==> src/rtl/load_store_unit_if.sv <==
// Request/response/memory bundle of the load/store unit.
// "slave" is the unit's own view; "master" is the execute/writeback/memory side.
interface load_store_unit_if #(
    parameter int XLEN         = 32,
    parameter int LS_SEL_WIDTH = 3
);
    logic                    i_Req_Valid;
    logic                    o_Req_Ready;
    logic [LS_SEL_WIDTH:0]   i_Load_Store_Type;
    logic [XLEN-1:0]         i_Addr;
    logic [XLEN-1:0]         i_Wdata;

    logic                    o_Resp_Valid;
    logic                    i_Resp_Ready;
    logic [XLEN-1:0]         o_Resp_Data;
    logic                    o_Resp_Misaligned;

    logic                    o_Mem_Enable;
    logic                    o_Mem_Write_Enable;
    logic [LS_SEL_WIDTH:0]   o_Mem_Load_Store_Type;
    logic [XLEN-1:0]         o_Mem_Addr;
    logic [XLEN-1:0]         o_Mem_Data;
    logic [XLEN-1:0]         i_Mem_Data;

    modport slave (
        input  i_Req_Valid, i_Load_Store_Type, i_Addr, i_Wdata, i_Resp_Ready, i_Mem_Data,
        output o_Req_Ready, o_Resp_Valid, o_Resp_Data, o_Resp_Misaligned,
        output o_Mem_Enable, o_Mem_Write_Enable, o_Mem_Load_Store_Type, o_Mem_Addr, o_Mem_Data
    );

    modport master (
        output i_Req_Valid, i_Load_Store_Type, i_Addr, i_Wdata, i_Resp_Ready, i_Mem_Data,
        input  o_Req_Ready, o_Resp_Valid, o_Resp_Data, o_Resp_Misaligned,
        input  o_Mem_Enable, o_Mem_Write_Enable, o_Mem_Load_Store_Type, o_Mem_Addr, o_Mem_Data
    );
endinterface

==> src/rtl/load_store_unit.sv <==
// Single-outstanding load/store unit: IDLE -> ACCESS/SPLIT -> RESP.
// Define LSU_MISALIGNED_SPLIT_EN to break misaligned accesses into byte accesses.
module load_store_unit #(
    parameter int XLEN         = 32,
    parameter int LS_SEL_WIDTH = 3
) (
    input  logic              i_Clock,
    input  logic              i_Reset_n,
    load_store_unit_if.slave  bus
);
    localparam int LS_W = LS_SEL_WIDTH + 1;

    localparam logic [LS_W-1:0] LOAD_BYTE          = LS_W'(4'b0000);
    localparam logic [LS_W-1:0] LOAD_HALF          = LS_W'(4'b0001);
    localparam logic [LS_W-1:0] LOAD_WORD          = LS_W'(4'b0010);
    localparam logic [LS_W-1:0] LOAD_BYTE_UNSIGNED = LS_W'(4'b0100);
    localparam logic [LS_W-1:0] LOAD_HALF_UNSIGNED = LS_W'(4'b0101);
    localparam logic [LS_W-1:0] STORE_BYTE         = LS_W'(4'b1000);
    localparam logic [LS_W-1:0] STORE_HALF         = LS_W'(4'b1001);
    localparam logic [LS_W-1:0] STORE_WORD         = LS_W'(4'b1010);

    typedef enum logic [1:0] {IDLE, ACCESS, SPLIT, RESP} state_t;

    function automatic logic is_store(input logic [LS_W-1:0] t);
        return (t == STORE_BYTE) || (t == STORE_HALF) || (t == STORE_WORD);
    endfunction

    function automatic logic is_load(input logic [LS_W-1:0] t);
        return (t == LOAD_BYTE) || (t == LOAD_HALF) || (t == LOAD_WORD) ||
               (t == LOAD_BYTE_UNSIGNED) || (t == LOAD_HALF_UNSIGNED);
    endfunction

    function automatic logic misaligned(input logic [LS_W-1:0] t, input logic [1:0] a);
        logic m;
        m = 1'b0;
        case (t)
            LOAD_HALF, LOAD_HALF_UNSIGNED, STORE_HALF: m = a[0];
            LOAD_WORD, STORE_WORD:                     m = (a != 2'b00);
            default:                                   m = 1'b0;
        endcase
        return m;
    endfunction

    // Index of the final byte access when a misaligned access is split up.
    function automatic logic [1:0] split_last(input logic [LS_W-1:0] t);
        return ((t == LOAD_WORD) || (t == STORE_WORD)) ? 2'd3 : 2'd1;
    endfunction

    function automatic logic [XLEN-1:0] extend_load(input logic [LS_W-1:0] t,
                                                    input logic [XLEN-1:0] raw);
        logic [XLEN-1:0] r;
        r = '0;
        case (t)
            LOAD_BYTE:          r = {{(XLEN-8){raw[7]}}, raw[7:0]};
            LOAD_BYTE_UNSIGNED: r = {{(XLEN-8){1'b0}}, raw[7:0]};
            LOAD_HALF:          r = {{(XLEN-16){raw[15]}}, raw[15:0]};
            LOAD_HALF_UNSIGNED: r = {{(XLEN-16){1'b0}}, raw[15:0]};
            LOAD_WORD:          r = raw;
            default:            r = '0;
        endcase
        return r;
    endfunction

    state_t            state_q, state_d;
    logic [1:0]        idx_q, idx_d;
    logic [LS_W-1:0]   type_q, type_d;
    logic [XLEN-1:0]   addr_q, addr_d;
    logic [XLEN-1:0]   wdata_q, wdata_d;
    logic [XLEN-1:0]   raw_q, raw_d;
    logic [XLEN-1:0]   resp_data_q, resp_data_d;
    logic              mis_q, mis_d;

    logic              req_ready_c;
    logic              resp_valid_c;
    logic [XLEN-1:0]   resp_data_c;
    logic              resp_mis_c;
    logic              mem_en_c;
    logic              mem_we_c;
    logic [LS_W-1:0]   mem_type_c;
    logic [XLEN-1:0]   mem_addr_c;
    logic [XLEN-1:0]   mem_data_c;

    always_comb begin
        state_d      = state_q;
        idx_d        = idx_q;
        type_d       = type_q;
        addr_d       = addr_q;
        wdata_d      = wdata_q;
        raw_d        = raw_q;
        resp_data_d  = resp_data_q;
        mis_d        = mis_q;
        req_ready_c  = 1'b0;
        resp_valid_c = 1'b0;
        resp_data_c  = '0;
        resp_mis_c   = 1'b0;
        mem_en_c     = 1'b0;
        mem_we_c     = 1'b0;
        mem_type_c   = '0;
        mem_addr_c   = '0;
        mem_data_c   = '0;

        unique case (state_q)
            IDLE: begin
                req_ready_c = 1'b1;
                if (bus.i_Req_Valid) begin
                    type_d      = bus.i_Load_Store_Type;
                    addr_d      = bus.i_Addr;
                    wdata_d     = bus.i_Wdata;
                    idx_d       = 2'd0;
                    raw_d       = '0;
                    resp_data_d = '0;
                    mis_d       = 1'b0;
                    if (!is_load(bus.i_Load_Store_Type) && !is_store(bus.i_Load_Store_Type)) begin
                        state_d = RESP;
                    end else if (misaligned(bus.i_Load_Store_Type, bus.i_Addr[1:0])) begin
`ifdef LSU_MISALIGNED_SPLIT_EN
                        state_d = SPLIT;
`else
                        state_d = RESP;
                        mis_d   = 1'b1;
`endif
                    end else begin
                        state_d = ACCESS;
                    end
                end
            end
            ACCESS: begin
                mem_en_c    = 1'b1;
                mem_we_c    = is_store(type_q);
                mem_type_c  = type_q;
                mem_addr_c  = addr_q;
                mem_data_c  = wdata_q;
                resp_data_d = extend_load(type_q, bus.i_Mem_Data);
                state_d     = RESP;
            end
            SPLIT: begin
                mem_en_c   = 1'b1;
                mem_we_c   = is_store(type_q);
                mem_type_c = is_store(type_q) ? STORE_BYTE : LOAD_BYTE_UNSIGNED;
                mem_addr_c = addr_q + XLEN'(idx_q);
                mem_data_c = {{(XLEN-8){1'b0}}, wdata_q[{idx_q, 3'b000} +: 8]};
                // Bytes land little-endian in raw_d; the last one completes the word.
                raw_d[{idx_q, 3'b000} +: 8] = bus.i_Mem_Data[7:0];
                if (idx_q == split_last(type_q)) begin
                    resp_data_d = extend_load(type_q, raw_d);
                    state_d     = RESP;
                end else begin
                    idx_d = idx_q + 2'd1;
                end
            end
            RESP: begin
                resp_valid_c = 1'b1;
                resp_data_c  = resp_data_q;
                resp_mis_c   = mis_q;
                if (bus.i_Resp_Ready) begin
                    state_d = IDLE;
                end
            end
            default: state_d = IDLE;
        endcase
    end

    always_ff @(posedge i_Clock or negedge i_Reset_n) begin
        if (!i_Reset_n) begin
            state_q <= IDLE;
            idx_q   <= 2'd0;
        end else begin
            state_q <= state_d;
            idx_q   <= idx_d;
        end
    end

    always_ff @(posedge i_Clock) begin
        type_q      <= type_d;
        addr_q      <= addr_d;
        wdata_q     <= wdata_d;
        raw_q       <= raw_d;
        resp_data_q <= resp_data_d;
        mis_q       <= mis_d;
    end

    // Ready stays low while reset is held, even though the state is already IDLE.
    assign bus.o_Req_Ready           = req_ready_c & i_Reset_n;
    assign bus.o_Resp_Valid          = resp_valid_c;
    assign bus.o_Resp_Data           = resp_data_c;
    assign bus.o_Resp_Misaligned     = resp_mis_c;
    assign bus.o_Mem_Enable          = mem_en_c;
    assign bus.o_Mem_Write_Enable    = mem_we_c;
    assign bus.o_Mem_Load_Store_Type = mem_type_c;
    assign bus.o_Mem_Addr            = mem_addr_c;
    assign bus.o_Mem_Data            = mem_data_c;
endmodule

==> src/flat_wrapper.sv <==
// flat-port wrapper written by rule: the top's interface ports become plain ports
module load_store_unit_flat 
#(
    parameter int XLEN         = 32,
    parameter int LS_SEL_WIDTH = 3
)
  (i_Clock, i_Reset_n, bus_i_Req_Valid, bus_i_Load_Store_Type, bus_i_Addr, bus_i_Wdata, bus_i_Resp_Ready, bus_i_Mem_Data, bus_o_Req_Ready, bus_o_Resp_Valid, bus_o_Resp_Data, bus_o_Resp_Misaligned, bus_o_Mem_Enable, bus_o_Mem_Write_Enable, bus_o_Mem_Load_Store_Type, bus_o_Mem_Addr, bus_o_Mem_Data);
  load_store_unit_if #(.XLEN(XLEN), .LS_SEL_WIDTH(LS_SEL_WIDTH)) bus_i ();
  input  logic i_Clock;
  input  logic i_Reset_n;
  input wire logic [$bits(bus_i.i_Req_Valid)-1:0] bus_i_Req_Valid;
  input wire logic [$bits(bus_i.i_Load_Store_Type)-1:0] bus_i_Load_Store_Type;
  input wire logic [$bits(bus_i.i_Addr)-1:0] bus_i_Addr;
  input wire logic [$bits(bus_i.i_Wdata)-1:0] bus_i_Wdata;
  input wire logic [$bits(bus_i.i_Resp_Ready)-1:0] bus_i_Resp_Ready;
  input wire logic [$bits(bus_i.i_Mem_Data)-1:0] bus_i_Mem_Data;
  output wire logic [$bits(bus_i.o_Req_Ready)-1:0] bus_o_Req_Ready;
  output wire logic [$bits(bus_i.o_Resp_Valid)-1:0] bus_o_Resp_Valid;
  output wire logic [$bits(bus_i.o_Resp_Data)-1:0] bus_o_Resp_Data;
  output wire logic [$bits(bus_i.o_Resp_Misaligned)-1:0] bus_o_Resp_Misaligned;
  output wire logic [$bits(bus_i.o_Mem_Enable)-1:0] bus_o_Mem_Enable;
  output wire logic [$bits(bus_i.o_Mem_Write_Enable)-1:0] bus_o_Mem_Write_Enable;
  output wire logic [$bits(bus_i.o_Mem_Load_Store_Type)-1:0] bus_o_Mem_Load_Store_Type;
  output wire logic [$bits(bus_i.o_Mem_Addr)-1:0] bus_o_Mem_Addr;
  output wire logic [$bits(bus_i.o_Mem_Data)-1:0] bus_o_Mem_Data;
  assign bus_i.i_Req_Valid = bus_i_Req_Valid;
  assign bus_i.i_Load_Store_Type = bus_i_Load_Store_Type;
  assign bus_i.i_Addr = bus_i_Addr;
  assign bus_i.i_Wdata = bus_i_Wdata;
  assign bus_i.i_Resp_Ready = bus_i_Resp_Ready;
  assign bus_i.i_Mem_Data = bus_i_Mem_Data;
  assign bus_o_Req_Ready = bus_i.o_Req_Ready;
  assign bus_o_Resp_Valid = bus_i.o_Resp_Valid;
  assign bus_o_Resp_Data = bus_i.o_Resp_Data;
  assign bus_o_Resp_Misaligned = bus_i.o_Resp_Misaligned;
  assign bus_o_Mem_Enable = bus_i.o_Mem_Enable;
  assign bus_o_Mem_Write_Enable = bus_i.o_Mem_Write_Enable;
  assign bus_o_Mem_Load_Store_Type = bus_i.o_Mem_Load_Store_Type;
  assign bus_o_Mem_Addr = bus_i.o_Mem_Addr;
  assign bus_o_Mem_Data = bus_i.o_Mem_Data;
  load_store_unit #(.XLEN(XLEN), .LS_SEL_WIDTH(LS_SEL_WIDTH)) u_core (.i_Clock(i_Clock), .i_Reset_n(i_Reset_n), .bus(bus_i));
endmodule
==> config.mk <==
export PLATFORM = sky130hd
export DESIGN_NAME = load_store_unit_flat
export DESIGN_NICKNAME = d
export VERILOG_FILES = /design/src/rtl/load_store_unit_if.sv /design/src/rtl/load_store_unit.sv /design/src/flat_wrapper.sv
export SDC_FILE = /design/constraint.sdc
export NUM_CORES = 1
export LEC_CHECK = 0
export BUFFER_PORTS_ARGS = -buffer_cell sky130_fd_sc_hd__buf_2
export CAP_MARGIN = 0
export CORE_MARGIN = 2
export CORE_UTILIZATION = 30
export DETAILED_ROUTE_END_ITERATION = 8
export GPL_ROUTABILITY_DRIVEN = 0
export PLACE_DENSITY_LB_ADDON = 0.15
export SYNTH_ARGS = -nofsm -noshare
export SYNTH_HDL_FRONTEND = slang
export SYNTH_SLANG_ARGS = --single-unit
export TNS_END_PERCENT = 20
==> constraint.sdc <==
create_clock -name i_Clock -period 5.75 [get_ports i_Clock]
set_clock_uncertainty 0.15 [all_clocks]
set_input_delay 1.15 -clock i_Clock [delete_from_list [all_inputs] [get_ports i_Clock]]
set_output_delay 1.15 -clock i_Clock [all_outputs]
set_load 0.005 [all_outputs]
## Word-level counts from Yosys, hierarchy flattened

Cells that the tools add are included.
Widths: inputs -> output; s select.

| word-level totals | value |
|---|---|
| word-level logic and storage cells | 95 |
| input bits | 104 |
| flip-flop bits (word level) | 137 |

| cells by class | value |
|---|---|
| multiplexer cells | 32 |
| reduce and logical (&&, ||, !) cells | 26 |
| bitwise gates (word level) | 1 |
| shift-type cells | 3 |
| equal/unequal tests | 22 |
| add/sub/neg operators | 3 |

Operators with widths:

| kind | number |
|---|---|
| $pmux 32 s5 | 2 |
| $pmux 32 s2 | 3 |
| $mux 32 | 3 |
| $pmux 32 s3 | 1 |
| $add 32x2->32 | 1 |
| $bwmux 32 | 1 |
| $shift 8x7->32 const A | 1 |
| $shiftx 32x6->8 | 1 |
| $shiftx 8x7->32 | 1 |
| $eq 4x4->1 const B | 6 |
| $eq 4x3->1 const B | 4 |
| $mux 2 | 8 |
| $logic_or 1x1->1 | 9 |
| $mux 1 | 9 |
| $reduce_and 3->1 | 3 |
| $eq 4x1->1 const B | 2 |
| $eq 4x2->1 const B | 2 |
| $logic_not 4->1 | 2 |
| $pmux 2 s4 | 1 |
| $pmux 4 s2 | 1 |
| $neg 5->7 | 1 |
| $ne 2x2->1 const B | 3 |
| $eq 2x2->1 const B | 2 |
| $mux 4 | 1 |
| other kinds (15) | 19 |

## Longest topological paths before layout

| logic depth | value |
|---|---|
| word-level depth | 14 |
| gate-level depth with buffers | 10 |

## Worst setup path before layout

Ideal clock, no wire load.

| timing | value |
|---|---|
| path kind | register -> register |
| from | register u_core.type_q[0] |
| to | register u_core.resp_data_q[0], enable pin |
| path buffers | 0 |
| setup time | 0.461 ns |
| path slack | 1.682 ns |
| arrival | 3.457 ns |
| clock period less this slack | 4.068 ns |
| cell stages (with the launch flop) | 5 |
| cells stage by stage | edfxtp_1 -> or3b_1 -> xnor2_1 -> a21oi_1 -> nor3_1 |

| between the ends | value |
|---|---|
| longest elaborated chain between the ends | 6 |
| elaborated cells on any way between the ends | 7 |
| those cells by class | eq/ne: 4; mux: 1; reduce/logical: 2 |

RTL lines:

| element | RTL line | source |
|---|---|---|
| from (decl) | load_store_unit.sv:66 | `logic [LS_W-1:0] type_q, type_d;` |
| from (signal assigned) | load_store_unit.sv:174 | `type_q <= type_d;` |
| $eq 4x2->1 or $eq 4x4->1 (tied branches) | load_store_unit.sv:46 | `return ((t == LOAD_WORD) \|\| (t == STORE_WORD)) ? 2'd3 : 2'd1;` |
| $logic_or 1x1->1 (*) | load_store_unit.sv:46 |  |
| $mux 2 (*) | load_store_unit.sv:46 |  |
| $eq 2x2->1 (*) | load_store_unit.sv:144 | `if (idx_q == split_last(type_q)) begin` |
| $ne 2x1->1 (no source line) (*) | n/a |  |
| $reduce_and 3->1 (no source line) (*) | n/a |  |
| to (signal assigned) | load_store_unit.sv:178 | `resp_data_q <= resp_data_d;` |
| to (decl) | load_store_unit.sv:70 | `logic [XLEN-1:0] resp_data_q, resp_data_d;` |

Every way passes the cells marked *; elsewhere a longest branch is shown, timed or not.
A chain may end at the register's enable or synchronous reset.

## Final worst setup path

| timing | value |
|---|---|
| from | register u_core.idx_q[1] |
| to | output port bus_o_Mem_Addr[31] |

| between the ends | value |
|---|---|
| longest elaborated chain between the ends | 2 |

RTL lines:

| element | RTL line | source |
|---|---|---|
| from (decl) | load_store_unit.sv:65 | `logic [1:0] idx_q, idx_d;` |
| from (signal assigned) | load_store_unit.sv:169 | `idx_q <= idx_d;` |
| $add 32x2->32 | load_store_unit.sv:140 | `mem_addr_c = addr_q + XLEN'(idx_q);` |
| $pmux 32 s2 | load_store_unit.sv:102 | `unique case (state_q)` |
| to (decl) | flat_wrapper.sv:24 | `output wire logic [$bits(bus_i.o_Mem_Addr)-1:0] bus_o_Mem_Addr;` |

Every way passes these cells.

==> flow_metrics.env <==
export IMPL_seq_area_frac_synth_pct=54.46
export IMPL_fp_row_count=57
export IMPL_drc=0
export IMPL_synth_cell_types=65
export IMPL_synth_seq_cells=137
export IMPL_p_leak_nw=3.784
export IMPL_die_x_um=162.3
export IMPL_reg2reg_from="u_core.idx_q[1]"
export IMPL_finalSetupViolCount=0
export IMPL_synth_edf_count=133
export IMPL_cellPowerDensity_nw_per_um2=493.0
export IMPL_status="finished clean"
export IMPL_worstMarginPinSlew_ns=0.9749
export IMPL_drt_iter0_drc=387
export IMPL_cts_hold_buf=0
export IMPL_holdCritPathClass="input port to asynchronous set/reset pin"
export IMPL_numCtsBuffers=17
export IMPL_max_freq_ghz=0.2130
export IMPL_synth_cells=682
export IMPL_muxShareOfSynthArea_pct=2.946
export IMPL_cp_data_arrival_time_ns=3.40
export IMPL_ctsLongestPathBuffers=2
export IMPL_cts_repair_resized=0
export IMPL_grt_pass1_wl_um=33240
export IMPL_via_per_inst=4.974
export IMPL_syn_to_final_growth_pct=25.92
export IMPL_start_util_pct=30.73
export IMPL_ant_nets=0
export IMPL_fin_util_pct=38.69
export IMPL_dpl_worst_slack_ns=1.413
export IMPL_ys_flop_type="edfxtp_1"
export IMPL_synth_compound_area_share_pct=15.43
export IMPL_yosys_area_share_adder_pct=2.430
export IMPL_overflow=0
export IMPL_endpoint_kind="output port"
export IMPL_clock_sinks=137
export IMPL_routed_wl_um=21510
export IMPL_finalHoldViolations=0
export IMPL_fin_area_um2=9465
export IMPL_synth_xor_area_share_pct=0.8156
export IMPL_clk_latency_ns=0.41
export IMPL_synth_area_top_cells="edfxtp_1, and2_1, nand2_1"
export IMPL_crit_fanout=14
export IMPL_r2r_end="u_core.resp_data_q[19]"
export IMPL_r2r_setup_slack_ns=2.28
export IMPL_fin_crit_sh_pct=81.65
export IMPL_syn_cell_area_um2=7517
export IMPL_num_vias=6048
export IMPL_first_pass_iters=7
export IMPL_ys_warn_count=0
export IMPL_syn_area_per_cell_um2=11.02
export IMPL_max_cap_viol_count=0
export IMPL_crit_type="flop to output port"
export IMPL_fill_cells=2448
export IMPL_grt_max_degree=70
export IMPL_post_cts_buffers=0
export IMPL_dpl_cell_area_um2=8867
export IMPL_dieArea_um2=26340
export IMPL_fin_nets=994
export IMPL_tns_ns=0
export IMPL_cts_tree="yes"
export IMPL_ir_drop_uv=221.4
export IMPL_rr_worst_depth=7
export IMPL_wire_per_inst_um=17.69
export IMPL_relSlewSlack_pct=34.41
export IMPL_finalCriticalPeriod_ns=4.695
export IMPL_track_usage_pct=16.44
export IMPL_synth_area_leader_cell="edfxtp_1"
export IMPL_ys_top_cells_by_count="edfxtp_1, and2_1, nand2_1"
export IMPL_synth_top_family_by_area="simple AND/OR/NAND/NOR gates"
export IMPL_die_h_um=162.3
export IMPL_antenna_found_initial=6
export IMPL_cts_max_level=4
export IMPL_yosysMostFrequentCell="edfxtp_1"
export IMPL_layout_drive_gt1_share_pct=31.16
export IMPL_cp_required_ns=4.45
export IMPL_synthArstFlopShare_pct=2.920
export IMPL_synth_nets=800
export IMPL_rsz0062_at_grt="false"
export IMPL_root_buffer="clkbuf_16"
export IMPL_synthSimpleGateAreaFrac_pct=20.67
export IMPL_num_io_pins=209
export IMPL_dp_hpwl_um=15240
export IMPL_clkTransAtPathRegs_ns=0.06
export IMPL_startpoint_type="flop"
export IMPL_layout_setup_ws_ns=1.055
export IMPL_port_buffers=208
export IMPL_core_um2=24460
export IMPL_synth_top_area_share_pct=53.13
export IMPL_grt_pass1_vias=5908
export IMPL_slew_violations=0
==> placed cells by master, fill, tap and decap left out, types with 6 or more instances in the layout <==
cell / synthesis / layout
nand2b_1: 12 / 12
clkbuf_16: 0 / 17
buf_4: 1 / 10
and2_1: 79 / 79
mux4_2: 8 / 8
nor2b_1: 19 / 19
nand2_1: 53 / 53
ha_1: 13 / 12
o31ai_1: 7 / 7
a21oi_1: 35 / 35
edfxtp_1: 133 / 133
inv_1: 15 / 15
a31oi_1: 17 / 17
o21ba_2: 7 / 7
a21o_1: 11 / 11
nand3_1: 33 / 33
nand4_1: 13 / 13
a22o_1: 11 / 11
o21ai_1: 6 / 6
buf_2: 8 / 208
o21ai_0: 37 / 37
a222oi_1: 14 / 14
nor2_1: 35 / 34
==> worst max path at each step <==
stage                                 from  slack [ns]                     to
after CTS                  u_core.idx_q[1]        0.95     bus_o_Mem_Addr[31]
after floorplan           u_core.type_q[0]        1.68  u_core.resp_data_q[0]
after detailed placement   u_core.idx_q[1]        1.41     bus_o_Mem_Addr[31]
after global placement     u_core.idx_q[1]        1.49     bus_o_Mem_Addr[31]
after global routing       u_core.idx_q[1]        0.73     bus_o_Mem_Addr[30]
final                      u_core.idx_q[1]        1.05     bus_o_Mem_Addr[31]
==> area by class of cell <==
cell class	count	area, um2	share of cell area [%]
diodes	3	7.507	0.07931
clock buffers	17	425.4	4.494
clock inverters	15	165.2	1.745
inverters	16	60.06	0.6345
multi-input cells	486	3192	33.72
flip-flops and latches	137	4094	43.25
well taps	324	405.4	4.283
repair buffers	218	1116	11.79
==> critical path, cell delays in order, from the launching register on <==
cell	delay [ns]
dfrtp_1	0.68
ha_1	0.43
a21oi_1	0.10
nor3_2	0.67
nand3_1	0.32
or4_1	0.56
nand3_1	0.10
buf_2	0.12
==> metrics by stage <==
step | cells | hold WS (ns) | power (W)
6_report | 1216 | 0.4018 | 0.004666
5_1_grt | 1214 | 0.3887 | 0.005016
4_1_cts | 1213 | 0.3874 | 0.004757
3_5_place_dp | 1181 | 0.4704 | 0.003628
3_3_place_gp | 1181 | 0.4700 | 0.003627
2_1_floorplan | 682 | 0.4233 | 0.002876
==> registers in the layout (all words and copies together) (netlist names) <==
name                flops
u_core.addr_q          32
u_core.state_q          2
u_core.mis_q            1
u_core.wdata_q         32
u_core.type_q           4
u_core.raw_q           32
u_core.resp_data_q     32
u_core.idx_q            2
==> power by group <==
part | switching (W) | internal [W] | total [W]
Clock | 0.000455 | 0.000648 | 0.00110
Sequential | 0.000138 | 0.00153 | 0.00167
Combinational | 0.00114 | 0.000758 | 0.00189
Total | 0.00173 | 0.00294 | 0.00467
==> routing by layer <==
| metal | GRT usage (%) | vias up | part of all wire (%) |
|---|---|---|---|
| met1 | 21.78 | 2812 | 44 |
| met5 | 0 | - | 0.21 |
| li1 | - | 2976 | - |
| met3 | 5.363 | 21 | 8.2 |
| met4 | 4.264 | 8 | 1.0 |
| met2 | 26.03 | 231 | 46 |
==> kinds of logic after synthesis <==
group,count (synthesis)
simple gates,280
compound gates,173
flops,137
buf+inv,59
fa+ha+maj,14
mux,12
xor+xnor,7
(Power assumes the default switching activity.)
